**src/rtl/wide_add_seq_if.sv**
```systemverilog
// Operand/result handshake bundle for wide_add_seq: producer side (in_*, a, b, carry_in)
// and consumer side (out_*, sum, carry) plus the busy status.
interface wide_add_seq_if #(
    parameter int unsigned WIDTH = 120
);
    logic             in_valid;
    logic             in_ready;
    logic [WIDTH-1:0] a;
    logic [WIDTH-1:0] b;
    logic             carry_in;
    logic             out_valid;
    logic             out_ready;
    logic [WIDTH-1:0] sum;
    logic             carry;
    logic             busy;

    modport master (
        output in_valid, a, b, carry_in, out_ready,
        input  in_ready, out_valid, sum, carry, busy
    );

    modport slave (
        input  in_valid, a, b, carry_in, out_ready,
        output in_ready, out_valid, sum, carry, busy
    );
endinterface

```
**src/rtl/wide_add_seq.sv**
```systemverilog
// Serial WIDTH-bit adder: one LIMB-bit slice per clock, LS limb first, carry kept in a register.
// Optional WIDE_ADD_CIN_EN: carry_in is latched at acceptance and seeds the limb-0 carry.
module wide_add_seq #(
    parameter int unsigned WIDTH = 120,
    parameter int unsigned LIMB  = 16
) (
    input logic           clk,
    input logic           rst,
    wide_add_seq_if.slave bus
);
    localparam int unsigned NLIMB = (WIDTH + LIMB - 1) / LIMB;
    localparam int unsigned PW    = NLIMB * LIMB;
    localparam int unsigned IW    = (NLIMB > 1) ? $clog2(NLIMB) : 1;
    // Position of true bit WIDTH inside the last (possibly partial) slice sum
    localparam int unsigned CBIT  = WIDTH - (NLIMB - 1) * LIMB;
    localparam logic [IW-1:0] LAST = IW'(NLIMB - 1);

    typedef enum logic [1:0] {IDLE, RUN, DONE} state_t;

    state_t           state;
    logic [WIDTH-1:0] a_q;
    logic [WIDTH-1:0] b_q;
    logic [WIDTH-1:0] sum_q;
    logic [IW-1:0]    idx_q;
    logic             cy_q;
    logic             carry_q;
    logic             in_ready_q;
    logic             out_valid_q;
    logic             busy_q;

    logic [PW-1:0]    a_ext;
    logic [PW-1:0]    b_ext;
    logic [LIMB-1:0]  a_limb;
    logic [LIMB-1:0]  b_limb;
    logic [LIMB:0]    slice;
    logic [WIDTH-1:0] sum_d;
    logic             cin_seed;

`ifdef WIDE_ADD_CIN_EN
    assign cin_seed = bus.carry_in;
`else
    assign cin_seed = 1'b0;
`endif

    // Single adder slice; padding bits beyond WIDTH are never stored in sum
    always_comb begin
        a_ext  = PW'(a_q);
        b_ext  = PW'(b_q);
        a_limb = a_ext[LIMB * 32'(idx_q) +: LIMB];
        b_limb = b_ext[LIMB * 32'(idx_q) +: LIMB];
        slice  = (LIMB + 1)'(a_limb) + (LIMB + 1)'(b_limb) + (LIMB + 1)'(cy_q);
        sum_d  = sum_q;
        for (int unsigned j = 0; j < LIMB; j++) begin
            if (LIMB * 32'(idx_q) + j < WIDTH) begin
                sum_d[LIMB * 32'(idx_q) + j] = slice[j];
            end
        end
    end

    always_ff @(posedge clk or posedge rst) begin
        if (rst) begin
            state       <= IDLE;
            a_q         <= '0;
            b_q         <= '0;
            sum_q       <= '0;
            idx_q       <= '0;
            cy_q        <= 1'b0;
            carry_q     <= 1'b0;
            in_ready_q  <= 1'b1;
            out_valid_q <= 1'b0;
            busy_q      <= 1'b0;
        end else begin
            case (state)
                IDLE: begin
                    if (bus.in_valid) begin
                        a_q        <= bus.a;
                        b_q        <= bus.b;
                        cy_q       <= cin_seed;
                        idx_q      <= '0;
                        state      <= RUN;
                        in_ready_q <= 1'b0;
                        busy_q     <= 1'b1;
                    end
                end
                RUN: begin
                    sum_q <= sum_d;
                    cy_q  <= slice[LIMB];
                    idx_q <= idx_q + IW'(1);
                    if (idx_q == LAST) begin
                        carry_q     <= slice[CBIT];
                        state       <= DONE;
                        busy_q      <= 1'b0;
                        out_valid_q <= 1'b1;
                    end
                end
                DONE: begin
                    if (bus.out_ready) begin
                        state       <= IDLE;
                        out_valid_q <= 1'b0;
                        in_ready_q  <= 1'b1;
                    end
                end
                default: begin
                    state       <= IDLE;
                    in_ready_q  <= 1'b1;
                    out_valid_q <= 1'b0;
                    busy_q      <= 1'b0;
                end
            endcase
        end
    end

    assign bus.in_ready  = in_ready_q;
    assign bus.out_valid = out_valid_q;
    assign bus.busy      = busy_q;
    assign bus.sum       = sum_q;
    assign bus.carry     = carry_q;
endmodule

```
**src/flat_wrapper.sv**
```systemverilog
// flat-port wrapper written by rule: the top's interface ports become plain ports
module wide_add_seq_flat 
#(
    parameter int unsigned WIDTH = 120,
    parameter int unsigned LIMB  = 16
)
  (clk, rst, bus_in_valid, bus_a, bus_b, bus_carry_in, bus_out_ready, bus_in_ready, bus_out_valid, bus_sum, bus_carry, bus_busy);
  wide_add_seq_if #(.WIDTH(WIDTH)) bus_i ();
  input logic clk;
  input logic rst;
  input wire logic [$bits(bus_i.in_valid)-1:0] bus_in_valid;
  input wire logic [$bits(bus_i.a)-1:0] bus_a;
  input wire logic [$bits(bus_i.b)-1:0] bus_b;
  input wire logic [$bits(bus_i.carry_in)-1:0] bus_carry_in;
  input wire logic [$bits(bus_i.out_ready)-1:0] bus_out_ready;
  output wire logic [$bits(bus_i.in_ready)-1:0] bus_in_ready;
  output wire logic [$bits(bus_i.out_valid)-1:0] bus_out_valid;
  output wire logic [$bits(bus_i.sum)-1:0] bus_sum;
  output wire logic [$bits(bus_i.carry)-1:0] bus_carry;
  output wire logic [$bits(bus_i.busy)-1:0] bus_busy;
  assign bus_i.in_valid = bus_in_valid;
  assign bus_i.a = bus_a;
  assign bus_i.b = bus_b;
  assign bus_i.carry_in = bus_carry_in;
  assign bus_i.out_ready = bus_out_ready;
  assign bus_in_ready = bus_i.in_ready;
  assign bus_out_valid = bus_i.out_valid;
  assign bus_sum = bus_i.sum;
  assign bus_carry = bus_i.carry;
  assign bus_busy = bus_i.busy;
  wide_add_seq #(.WIDTH(WIDTH), .LIMB(LIMB)) u_core (.clk(clk), .rst(rst), .bus(bus_i));
endmodule
```
**config.mk**
```make
export PLATFORM = sky130hd
export DESIGN_NAME = wide_add_seq_flat
export DESIGN_NICKNAME = d
export VERILOG_FILES = /design/src/rtl/wide_add_seq_if.sv /design/src/rtl/wide_add_seq.sv /design/src/flat_wrapper.sv
export SDC_FILE = /design/constraint.sdc
export NUM_CORES = 1
export LEC_CHECK = 0
export BUFFER_PORTS_ARGS = -buffer_cell sky130_fd_sc_hd__buf_2
export CAP_MARGIN = 20
export CORE_ASPECT_RATIO = 0.9
export CORE_MARGIN = 2
export CORE_UTILIZATION = 50
export CTS_BUF_LIST = sky130_fd_sc_hd__clkbuf_8 sky130_fd_sc_hd__clkbuf_16
export DETAILED_ROUTE_END_ITERATION = 12
export HOLD_SLACK_MARGIN = 0.05
export PLACE_DENSITY = 0.85
export SYNTH_ARGS = -nofsm -noshare
export SYNTH_HDL_FRONTEND = slang
export SYNTH_SLANG_ARGS = --single-unit
```
**constraint.sdc**
```tcl
create_clock -name clk -period 10.59 [get_ports clk]
set_input_delay 1.059 -clock clk [delete_from_list [all_inputs] [get_ports clk]]
set_output_delay 1.059 -clock clk [all_outputs]
set_load 0.005 [all_outputs]
```
==> results of run 1 <==
==> worst paths after layout <==
path | to | slack (ns) | start | depth (start not counted)
max in group asynchronous | u_core.a_q[9]$_DFFE_PP0P_ | 7.88 | rst | 4
setup / recovery | u_core.bus.sum[74]$_DFFE_PP0P_ | 5.19 | u_core.idx_q[0]$_DFFE_PP0P_ | 13
hold / removal | u_core.b_q[31]$_DFFE_PP0P_ | 0.47 | u_core.b_q[31]$_DFFE_PP0P_ | 2
min in group asynchronous | u_core.bus.sum[91]$_DFFE_PP0P_ | 0.56 | rst | 2
setup reg to reg | u_core.bus.sum[74]$_DFFE_PP0P_ | 5.19 | u_core.idx_q[0]$_DFFE_PP0P_ | 13
hold reg to reg | u_core.b_q[31]$_DFFE_PP0P_ | 0.47 | u_core.b_q[31]$_DFFE_PP0P_ | 2
==> routing by layer <==
metal | share of wire [%] | GRT usage, % | up-vias
met5 | 0.025 | 0 | -
met4 | 3.7 | 11.3 | 2
met3 | 7.5 | 4.92 | 135
li1 | - | - | 6922
met2 | 45 | 43.7 | 669
met1 | 43 | 41.5 | 7278
==> metrics by stage <==
stage / utilization [%] / setup WS [ns] / power [mW] / cells / hold slack (ns)
after detailed placement: 56.6 / 5.23 / 6.64 / 2632 / 0.458
final: 60.5 / 5.19 / 8.03 / 2705 / 0.470
after CTS: 60.4 / 5.19 / 8.04 / 2699 / 0.473
after floorplan: - / 4.57 / 5.15 / 1910 / 0.438
after global routing: 60.5 / 4.77 / 8.61 / 2703 / 0.487
after global placement: 56.6 / 5.35 / 6.45 / 2631 / 0.453
==> layout by cell type, fill, tap and decap left out, drive strengths merged, types with 5 or more instances in the layout <==
cell,n
dfrtp,369
buf,384
nand3,39
a221oi,10
diode,5
a22oi,17
nand2,839
nand4,9
o211ai,10
mux4,11
o22ai,6
mux2,66
a21oi,61
nor3,24
mux2i,39
o21a,7
nor2,74
and3,6
ha,17
inv,21
o221ai,10
or3,8
o21ai,82
a22o,6
clkbuf,45
nand2b,7
nor2b,7
a2bb2oi,6
xnor2,5
==> worst register-to-register path: stages (launching register included) <==
cell	delay, ns
dfrtp_4	0.74
buf_4	0.70
nor2b_1	0.66
a21oi_1	0.15
a21oi_1	0.23
a211oi_1	0.13
fa_1	0.48
fa_1	0.42
nor2b_1	0.19
o31a_2	0.19
o21ai_2	0.10
o21ai_2	0.56
xnor2_1	0.46
o21ai_0	0.23
==> cell type report <==
cell class                 instances  area [um2]
antenna                            5        12.5
clock buffer                      45        1060
clock inverter                    22         208
fill                            2817       13400
inverter                           9        37.5
multi-input combinational       1408        7330
sequential                       370        9270
tap                              462         578
timing repair buffer             384        2000
==> where the power goes <==
group | total (mW) | internal, mW | switching, mW
Sequential | 2.53 | 2.10 | 0.428
Combinational | 4.13 | 1.40 | 2.74
Clock | 1.37 | 0.808 | 0.562
Total | 8.03 | 4.31 | 3.73
==> state kept, by name, indices dropped and copies added, names as in the netlist <==
| register | cells |
|---|---|
| u_core.idx_q | 3 |
| u_core.bus.sum | 120 |
| u_core.a_q | 120 |
| u_core.state | 2 |
| u_core.bus.busy | 1 |
| u_core.bus.out_valid | 1 |
| u_core.bus.carry | 1 |
| u_core.b_q | 120 |
| u_core.bus.in_ready | 1 |
| u_core.cy_q | 1 |
==> logic make-up (layout without fill, tap and decap cells) <==
kind of cell	after synthesis	in the layout	share of synthesized area, %
compound gates	244	244	9.10
xor+xnor	9	9	0.460
fa+ha+maj	19	19	1.47
buf+inv	132	460	3.25
flops	370	370	54.0
mux	116	116	8.06
other cells	0	5	0
simple gates	1020	1020	23.6
==> impl_results.md, run 1 <==
- Hold/Removal Path Class: flop to flop
- Max_slew headroom: 28.5%
- Rows: 64
- Max cap viols: 0
- Remaining global-route overflow: 0
- Clock latency on the worst-skew pair: 0.54 ns
- Status: finished clean
- Vias in the first global route: 14600
- Final ANT Viol Nets: 0
- GRT Total Usage: 28.8%
- Syn_nets: 2174
- Critical path class: flop to flop
- DR pass1 iterations: 7
- Global-route wire length before repair: 80300 um
- Commonest cells post-synth: 839 x nand2_1, 369 x dfrtp_1, 80 x o21ai_0
- Final period util: 51.0%
- Die Ht: 180 um
- Hpwl dp: 36300 um
- Final wirelength: 51700 um
- Hold Vio Cnt, Final: 0
- Syn-to-layout area delta: 19.6%
- Final setup viols: 0
- Seq/Total Area, Yosys: 54.0%
- Yosys top cell area share: 53.9%
- Post-synth EDFFs: 0
- Total CTS buffers: 39
- Die Area: 35800 um2
- Top cells by area, synth: dfrtp_1 54%, nand2_1 18%, mux2_2 4.3%, o21ai_0 2.3%, mux2i_1 2.3%
- Post-CTS setup buffer count: 0
- Pin count of the biggest net entering global routing: 243
- Die width: 199 um
- Max VDD drop: 0.000280 V
- CP peak stage delay: 0.74 ns
- WL per Instance: 19.1 um
- Vias per Instance: 5.55
- Core box area: 33900 um2
- Cts hold-fix bufs: 0
- Starting Density: 50.6%
- H-tree depth: 2
- Crit path time final: 5.40 ns
- Final Cell Area: 20500 um2
- Cell Pwr Density: 392 nW/um2
- Slew Limit Fails: 0
- 1st-iter DRT viols: 1184
- Slew @ Worst Pin: 1.07 ns
- Max frequency: 185 MHz
- PostCTS Resize Cnt: 0
- Clock Skew: 0.0244 ns
- Critical Path AT: 5.77 ns
- Syn. warnings: 0
- Top-count cell post-synth: nand2_1
- Count of input and output buffers: 367
- Mapped Cells: 1910
- CP top delay family: compound AO/OA/AOI/OAI gates
- Mapped cell area: 17100 um2
- RSZ-0062 raised after global routing: no
- CTS tree: done
- Crit. End Element: flop
- CTS Buffer Depth: 3
- Required @ worst endpoint: 10.97 ns
- Initial antenna violation count: 5
- CP max stage cell: dfrtp_4
- Sequence of cells on the critical path: buf_4 > nor2b_1 > a21oi_1 > a21oi_1 > a211oi_1 > fa_1 > fa_1 > nor2b_1 > o31a_2 > o21ai_2 > o21ai_2 > xnor2_1 > o21ai_0
- Flops & latches, synth: 370
- Post-synthesis async set-or-reset flop share: 100%
- Critical Path Start Type: flop
- Layout cells sized above 1: 24.0%
- Nets: 2476
- Ys flop type: dfrtp_1
- Boundary Pins: 369
- Clock root cell: clkbuf_16
- Residual DRC: 0
- CP bufs+invs: 1
- Via count: 15000
- CTS sink cnt: 370
- Synth Area per Inst: 8.97 um2
- Crit path max fanout: 60
- Synth cell types: 61
- Worst-path clk slew: 0.07 ns
- Setup TNS: 0 ns
- Cell taking the most area after synthesis: dfrtp_1
- Area after DPL: 19200 um2
- Placer Congestion: 0.889
- Leakage power: 10.6 nW
(Power assumes the default switching activity.)
==> inputs of run 2 (changes only) <==
--- a/config.mk
+++ b/config.mk
@@ -13,7 +13,7 @@
 export CTS_BUF_LIST = sky130_fd_sc_hd__clkbuf_8 sky130_fd_sc_hd__clkbuf_16
 export DETAILED_ROUTE_END_ITERATION = 12
 export HOLD_SLACK_MARGIN = 0.05
-export PLACE_DENSITY = 0.85
+export PLACE_DENSITY = 0.82
 export SYNTH_ARGS = -nofsm -noshare
 export SYNTH_HDL_FRONTEND = slang
 export SYNTH_SLANG_ARGS = --single-unit
==> constraint.sdc (replaced) <==
create_clock -name clk -period 5.2 [get_ports clk]
set_input_delay 0.52 -clock clk [delete_from_list [all_inputs] [get_ports clk]]
set_output_delay 0.52 -clock clk [all_outputs]
set_load 0.005 [all_outputs]
==> run 2 against run 1 <==
Cell area grew 0.67%. Wire length is essentially flat. Sequential power grew 110%. Sequential share of layout area shrank 0.30 points. Critical path depth shrank 1. Non-clock buffer count grew 10. Clock power grew 110%. Clock skew grew 0.0060 ns. Critical path type unchanged. Flip-flop and latch count is the same. Critical endpoint is now u_core.bus.sum[26]$_DFFE_PP0P_.
==> impl_results.md, run 2 (synthesis gave the netlist of run 1 again) <==
- Status: finished clean
- Most frequent cells in the layout: 839 x nand2_1, 367 x buf_2, 366 x dfrtp_1, 80 x o21ai_0, 71 x nor2_1
- Global-route wire length before repair: 79800 um (-0.58%)
- Max_slew headroom: 31.1% (+2.6 points)
- Hold Vio Cnt, Final: 0 (unchanged)
- Hpwl dp: 36800 um (+1.2%)
- Residual DRC: 0 (unchanged)
- Critical Path Start Type: flop
- Clock root cell: clkbuf_16
- Crit path max fanout: 38 (-37%)
- Die Ht: 180 um (unchanged)
- Starting Density: 50.6% (unchanged)
- Critical Path AT: 4.99 ns (-0.78 ns)
- Vias in the first global route: 14600 (+0.14%)
- M3 GR Usage: 5.37% (+0.45 points)
- Slew Limit Fails: 0 (unchanged)
- Initial antenna violation count: 3 (-2)
- Worst-path clk slew: 0.06 ns (about the same)
- Power Total: 16.6 mW (+110%)
- Final Cell Area: 20600 um2 (+0.67%)
- Vias per Instance: 5.54 (-0.21%)
- Crit path time final: 4.64 ns (-0.760 ns)
- RSZ-0062 raised after global routing: no
- Post-CTS setup buffer count: 0 (unchanged)
- Hold/Removal Path Class: primary input to async pin
- Max VDD drop: 0.000508 V (+82%)
- Worst flop-to-flop path startpoint: u_core.idx_q[0]$_DFFE_PP0P_
- DR pass1 iterations: 8 (+1)
- Leakage power: 10.7 nW (+0.78%)
- CTS Buffer Depth: 3 (unchanged)
- Core box area: 33900 um2 (unchanged)
- R2R setup slack: 0.56 ns (-4.63 ns)
- Pin count of the biggest net entering global routing: 152 (-37%)
- Final wirelength: 51700 um (about the same)
- Max cap viols: 0 (unchanged)
- H-tree depth: 2 (unchanged)
- Clock Skew: 0.0303 ns (+0.00598 ns)
- Met1 Usage GRT: 41.5% (about the same)
- R2r endpoint: u_core.bus.sum[26]$_DFFE_PP0P_
- CTS tree: done
- Via count: 15000 (+0.16%)
- CTS sink cnt: 370 (unchanged)
- Worst r2r path cells: 12 (-1)
- Final period util: 89.1% (+38 points)
- Syn-to-layout area delta: 20.4%
- Boundary Pins: 369 (unchanged)
- Worst setup margin: 0.565 ns (-4.63 ns)
- Slew @ Worst Pin: 1.03 ns (-0.0465 ns)
- Area after DPL: 19300 um2 (+0.63%)
- PostCTS Resize Cnt: 0 (unchanged)
- Final ANT Viol Nets: 0 (unchanged)
- Final setup viols: 0 (unchanged)
- Total CTS buffers: 40 (+2.6%)
- Placer Congestion: 0.907 (+2.0%)
- Layout cells sized above 1: 24.7% (+0.69 points)
- WL per Instance: 19.0 um (-0.45%)
- CP max stage cell: nor2_1
- CP peak stage delay: 0.67 ns (-0.07 ns)
- Worst slack, placed: 0.629 ns (-4.60 ns)
- CP top delay family: compound AO/OA/AOI/OAI gates
- Crit. End Element: flop
- Setup TNS: 0 ns (unchanged)
- Die width: 199 um (unchanged)
- 1st-iter DRT viols: 1312 (+11%)
- Critical path class: flop to flop
- Commonest non-fill, non-tap cell in the layout: nand2_1
- Clock latency on the worst-skew pair: 0.55 ns (about the same)
- Most used routing layer: met2
- GRT Total Usage: 28.8% (about the same)
- Cell Pwr Density: 802 nW/um2 (+100%)
- Cts hold-fix bufs: 0 (unchanged)
- Remaining global-route overflow: 0 (unchanged)
- Grt met2 use: 43.8% (+0.084 points)
- CP bufs+invs: 0 (-1)
- Required @ worst endpoint: 5.56 ns (-5.41 ns)
- Nets: 2487 (+0.44%)
- Count of input and output buffers: 367 (unchanged)
- Sequence of cells on the critical path: nor2_1 > a22oi_1 > o22ai_1 > a21oi_1 > fa_1 > fa_1 > nor2b_1 > o31a_2 > o21ai_2 > o21ai_2 > xnor2_1 > o21ai_0
- Max frequency: 216 MHz (+16%)
- Rows: 64 (unchanged)
- Die Area: 35800 um2 (unchanged)
## run 2: cell types whose count changed in the layout (fill, tap and decap cells not counted), moves of 2 or more
cell / change
clkinv_2: +8
bufinv_16: -2
clkbuf_8: +2
buf_4: +8
inv_1: -5
buf_12: +3
diode_2: -4
clkbuf_16: +3
## run 2: worst min-delay path, delay by kind of cell
family	cells	cell delay [ns]
buffers and inverters	3	0.61
## run 2: layout make-up
type,count,area [um2]
antenna,1,2.50
clock buffer,50,1160
clock inverter,21,160
fill,2900,13200
inverter,9,37.5
multi-input combinational,1408,7330
sequential,370,9270
tap,462,578
timing repair buffer,394,2090
## run 2: how the worst max path moves through the flow
stage	from	end	slack [ns]	depth (start not counted)
6_report	u_core.idx_q[0]$_DFFE_PP0P_	u_core.bus.sum[26]$_DFFE_PP0P_	0.56	12
3_3_place_gp	u_core.idx_q[1]$_DFFE_PP0P_	u_core.bus.sum[43]$_DFFE_PP0P_	0.76	12
4_1_cts	u_core.idx_q[1]$_DFFE_PP0P_	u_core.bus.sum[91]$_DFFE_PP0P_	0.59	12
5_1_grt	u_core.idx_q[1]$_DFFE_PP0P_	u_core.bus.sum[91]$_DFFE_PP0P_	0.27	12
3_5_place_dp	u_core.idx_q[1]$_DFFE_PP0P_	u_core.bus.sum[91]$_DFFE_PP0P_	0.63	12
2_1_floorplan	rst	u_core.a_q[0]$_DFFE_PP0P_	-0.29	1
## run 2: metal layers
metal | part of all wire, % | vias to the layer above | wire length [um]
met5 | 0.052 | - | 27
met4 | 3.5 | 4 | 1800
met3 | 7.6 | 115 | 3940
met2 | 45 | 682 | 23100
met1 | 44 | 7313 | 22800
li1 | - | 6916 | -
## run 2: report_power, final
group	total (mW)	internal (mW)	leakage [nW]	switching [mW]
logic	8.53	2.96	5.44	5.57
clock network	2.83	1.68	0.687	1.16
registers	5.19	4.28	4.57	0.904
## run 2: metrics by stage
| step | util [%] | hold WS [ns] | std cells |
|---|---|---|---|
| floorplan | - | 0.438 | 1910 |
| global placement | 57.0 | 0.452 | 2643 |
| detailed placement | 57.0 | 0.456 | 2643 |
| CTS | 60.9 | 0.141 | 2714 |
| global route | 60.9 | 0.165 | 2714 |
| finish | 60.9 | 0.147 | 2715 |
==> inputs of run 3 (changes only) <==
==> constraint.sdc (replaced) <==
create_clock -name clk -period 5.6 [get_ports clk]
set_input_delay 0.56 -clock clk [delete_from_list [all_inputs] [get_ports clk]]
set_output_delay 0.56 -clock clk [all_outputs]
set_load 0.02 [all_outputs]
==> run 3 against run 2 <==
Non-clock buffer count decreased by 4. Wire length is 0.83% higher. Flip-flop and latch count is the same. Via count up 0.41%. First-iteration DRC count fell by 9.8%. Hold slack hardly changed. Largest power group unchanged. Fmax decreased by 2.1%. Clock skew is 0.017 ns lower. Sequential power shrank 7.1%. Highest routed layer unchanged. Register-to-register slack better by 0.30 ns. Final cell count fell by 0.18%. Critical endpoint is now u_core.bus.sum[43]$_DFFE_PP0P_. Worst setup slack improved by 0.30 ns.
==> impl_results.md, run 3 (synthesis gave the netlist of run 1 again) <==
- Gate power share: 54.0% (+2.4 points)
- Clock latency on the worst-skew pair: 0.54 ns (about the same)
- P_sw: 7.64 mW (+0.13%)
- Slew @ Worst Pin: 1.07 ns (+0.0439 ns)
- Vias per Instance: 5.57 (+0.60%)
- Leakage power: 10.7 nW (-0.46%)
- Die Ht: 180 um (unchanged)
- Vias in the first global route: 14600 (-0.40%)
- Commonest non-fill, non-tap cell in the layout: nand2_1
- Core box area: 33900 um2 (unchanged)
- Worst-path clk slew: 0.06 ns (about the same)
- Switching Share: 48.5% (+2.4 points)
- Critical Path Start Type: flop
- Initial antenna violation count: 3 (unchanged)
- Final Hold Slack: 0.148 ns (+0.000369 ns)
- Layout cells sized above 1: 24.1% (-0.61 points)
- Status: finished clean
- Register area: 9270 um2 (unchanged)
- Total CTS buffers: 39 (-2.5%)
- Boundary Pins: 369 (unchanged)
- Crit. End Element: flop
- Worst slack, placed: 0.927 ns (+0.297 ns)
- Clock root cell: clkbuf_16
- Residual DRC: 0 (unchanged)
- Global-route wire length before repair: 80300 um (+0.61%)
- Fin cells: 2710 (-0.18%)
- R2R setup slack: 0.87 ns (+0.30 ns)
- Setup TNS: 0 ns (unchanged)
- Starting Density: 50.6% (unchanged)
- Placer Congestion: 0.912 (+0.57%)
- PostCTS Resize Cnt: 0 (unchanged)
- H-tree depth: 2 (unchanged)
- GRT Total Usage: 29.0% (+0.15 points)
- Final wirelength: 52100 um (+0.83%)
- Worst setup margin: 0.867 ns (+0.302 ns)
- CTS Buffer Depth: 3 (unchanged)
- Required @ worst endpoint: 5.96 ns (+0.40 ns)
- Max_slew headroom: 28.6% (-2.4 points)
- CTS tree: done
- Cell Pwr Density: 769 nW/um2 (-4.2%)
- Internal: 8.11 mW (-9.1%)
- Max VDD drop: 0.000589 V (+16%)
- Multi-input gate area: 7330 um2 (unchanged)
- Hold/Removal Path Class: primary input to async pin
- Hpwl dp: 36300 um (-1.4%)
- Most frequent cells in the layout: 839 x nand2_1, 367 x buf_2, 366 x dfrtp_1, 80 x o21ai_0, 71 x nor2_1
- Nets: 2482 (-0.20%)
- Cts hold-fix bufs: 0 (unchanged)
- Worst r2r path cells: 12 (unchanged)
- Die width: 199 um (unchanged)
- Final period util: 84.5% (-4.6 points)
- Clock Skew: 0.0129 ns (-0.0174 ns)
- Critical path class: flop to flop
- Die Area: 35800 um2 (unchanged)
- Via count: 15100 (+0.41%)
- Max cap viols: 0 (unchanged)
- Fillers: 2884 (-0.55%)
- Hold Vio Cnt, Final: 0 (unchanged)
- Syn-to-layout area delta: 19.5%
- CTS sink cnt: 370 (unchanged)
- Placed Instances: 2637 (-0.23%)
- Remaining global-route overflow: 0 (unchanged)
- Slew Limit Fails: 0 (unchanged)
- Post-CTS setup buffer count: 0 (unchanged)
- Max frequency: 211 MHz (-2.1%)
- Clock power share: 15.4% (-1.7 points)
- 1st-iter DRT viols: 1183 (-9.8%)
- Pin count of the biggest net entering global routing: 183 (+20%)
- Flop pwr share: 30.6% (-0.7 points)
- Rows: 64 (unchanged)
- Count of input and output buffers: 367 (unchanged)
- DR pass1 iterations: 6 (-2)
- RSZ-0062 raised after global routing: no
- Crit path max fanout: 51 (+34%)
- WL per Instance: 19.2 um (+1.0%)
- Crit path time final: 4.73 ns (+0.0976 ns)
- Critical Path AT: 5.10 ns (+0.11 ns)
- Power Total: 15.8 mW (-4.8%)
- Final ANT Viol Nets: 0 (unchanged)
- Final setup viols: 0 (unchanged)
run 3: cell types whose count changed in the layout (fill, tap and decap cells not counted), moves of 2 or more:
cell | previous run | this run
clkbuf_8 | 8 | 3
bufinv_16 | 2 | 0
clkinv_4 | 0 | 2
buf_4 | 23 | 18
inv_1 | 14 | 24
clkinv_2 | 10 | 5
run 3: metal layers:
layer  global-route usage (%)  vias to the layer above  wire (um)
met5                        0                        -         21
met4                     11.6                        4       1960
met3                     5.85                      129       4470
met2                     43.8                      719      23400
met1                     41.1                     7301      22300
li1                         -                     6939          -
run 3: cell type report:
type | count | share of cell area, %
sequential | 370 | 45.3
clock buffer | 44 | 5.21
inverter | 9 | 0.183
multi-input combinational | 1408 | 35.8
antenna | 1 | 0.0122
tap | 462 | 2.82
timing repair buffer | 390 | 10.1
clock inverter | 26 | 0.611
run 3: power groups by stage:
stage          combinational (mW)  sequential, mW  clock (mW)
6_report                     8.50            4.82        2.43
5_1_grt                      9.24            4.96        2.57
4_1_cts                      8.36            4.80        2.47
3_5_place_dp                 8.29            4.84           0
3_3_place_gp                 8.06            4.75           0
2_1_floorplan                5.18            5.04           0
run 3: path summary, 6_finish.rpt:
path | to | startpoint
max reg2reg | u_core.bus.sum[43]$_DFFE_PP0P_ | u_core.idx_q[0]$_DFFE_PP0P_
max in group asynchronous | u_core.a_q[18]$_DFFE_PP0P_ | rst
min | u_core.bus.sum[9]$_DFFE_PP0P_ | rst
min in group clk | u_core.b_q[93]$_DFFE_PP0P_ | bus_b[93]
min reg2reg | u_core.b_q[26]$_DFFE_PP0P_ | u_core.b_q[26]$_DFFE_PP0P_
max | u_core.bus.sum[43]$_DFFE_PP0P_ | u_core.idx_q[0]$_DFFE_PP0P_
run 3: stage by stage:
| step | util, % | cell area, um2 |
|---|---|---|
| final | 60.5 | 20500 |
| after global routing | 60.5 | 20500 |
| after CTS | 60.4 | 20500 |
| after detailed placement | 56.9 | 19300 |
| after global placement | 56.9 | 19300 |
| after floorplan | - | 17100 |
run 3: critical path: stages (launching register included):
cell	delay (ns)
dfrtp_4	0.81
buf_12	0.28
mux4_2	0.54
nand2_1	0.09
and2_1	0.23
inv_1	0.07
ha_1	0.27
nor2b_1	0.15
o31ai_2	0.37
a2111oi_2	0.14
and3b_1	0.62
xor2_1	0.71
o21ai_0	0.24
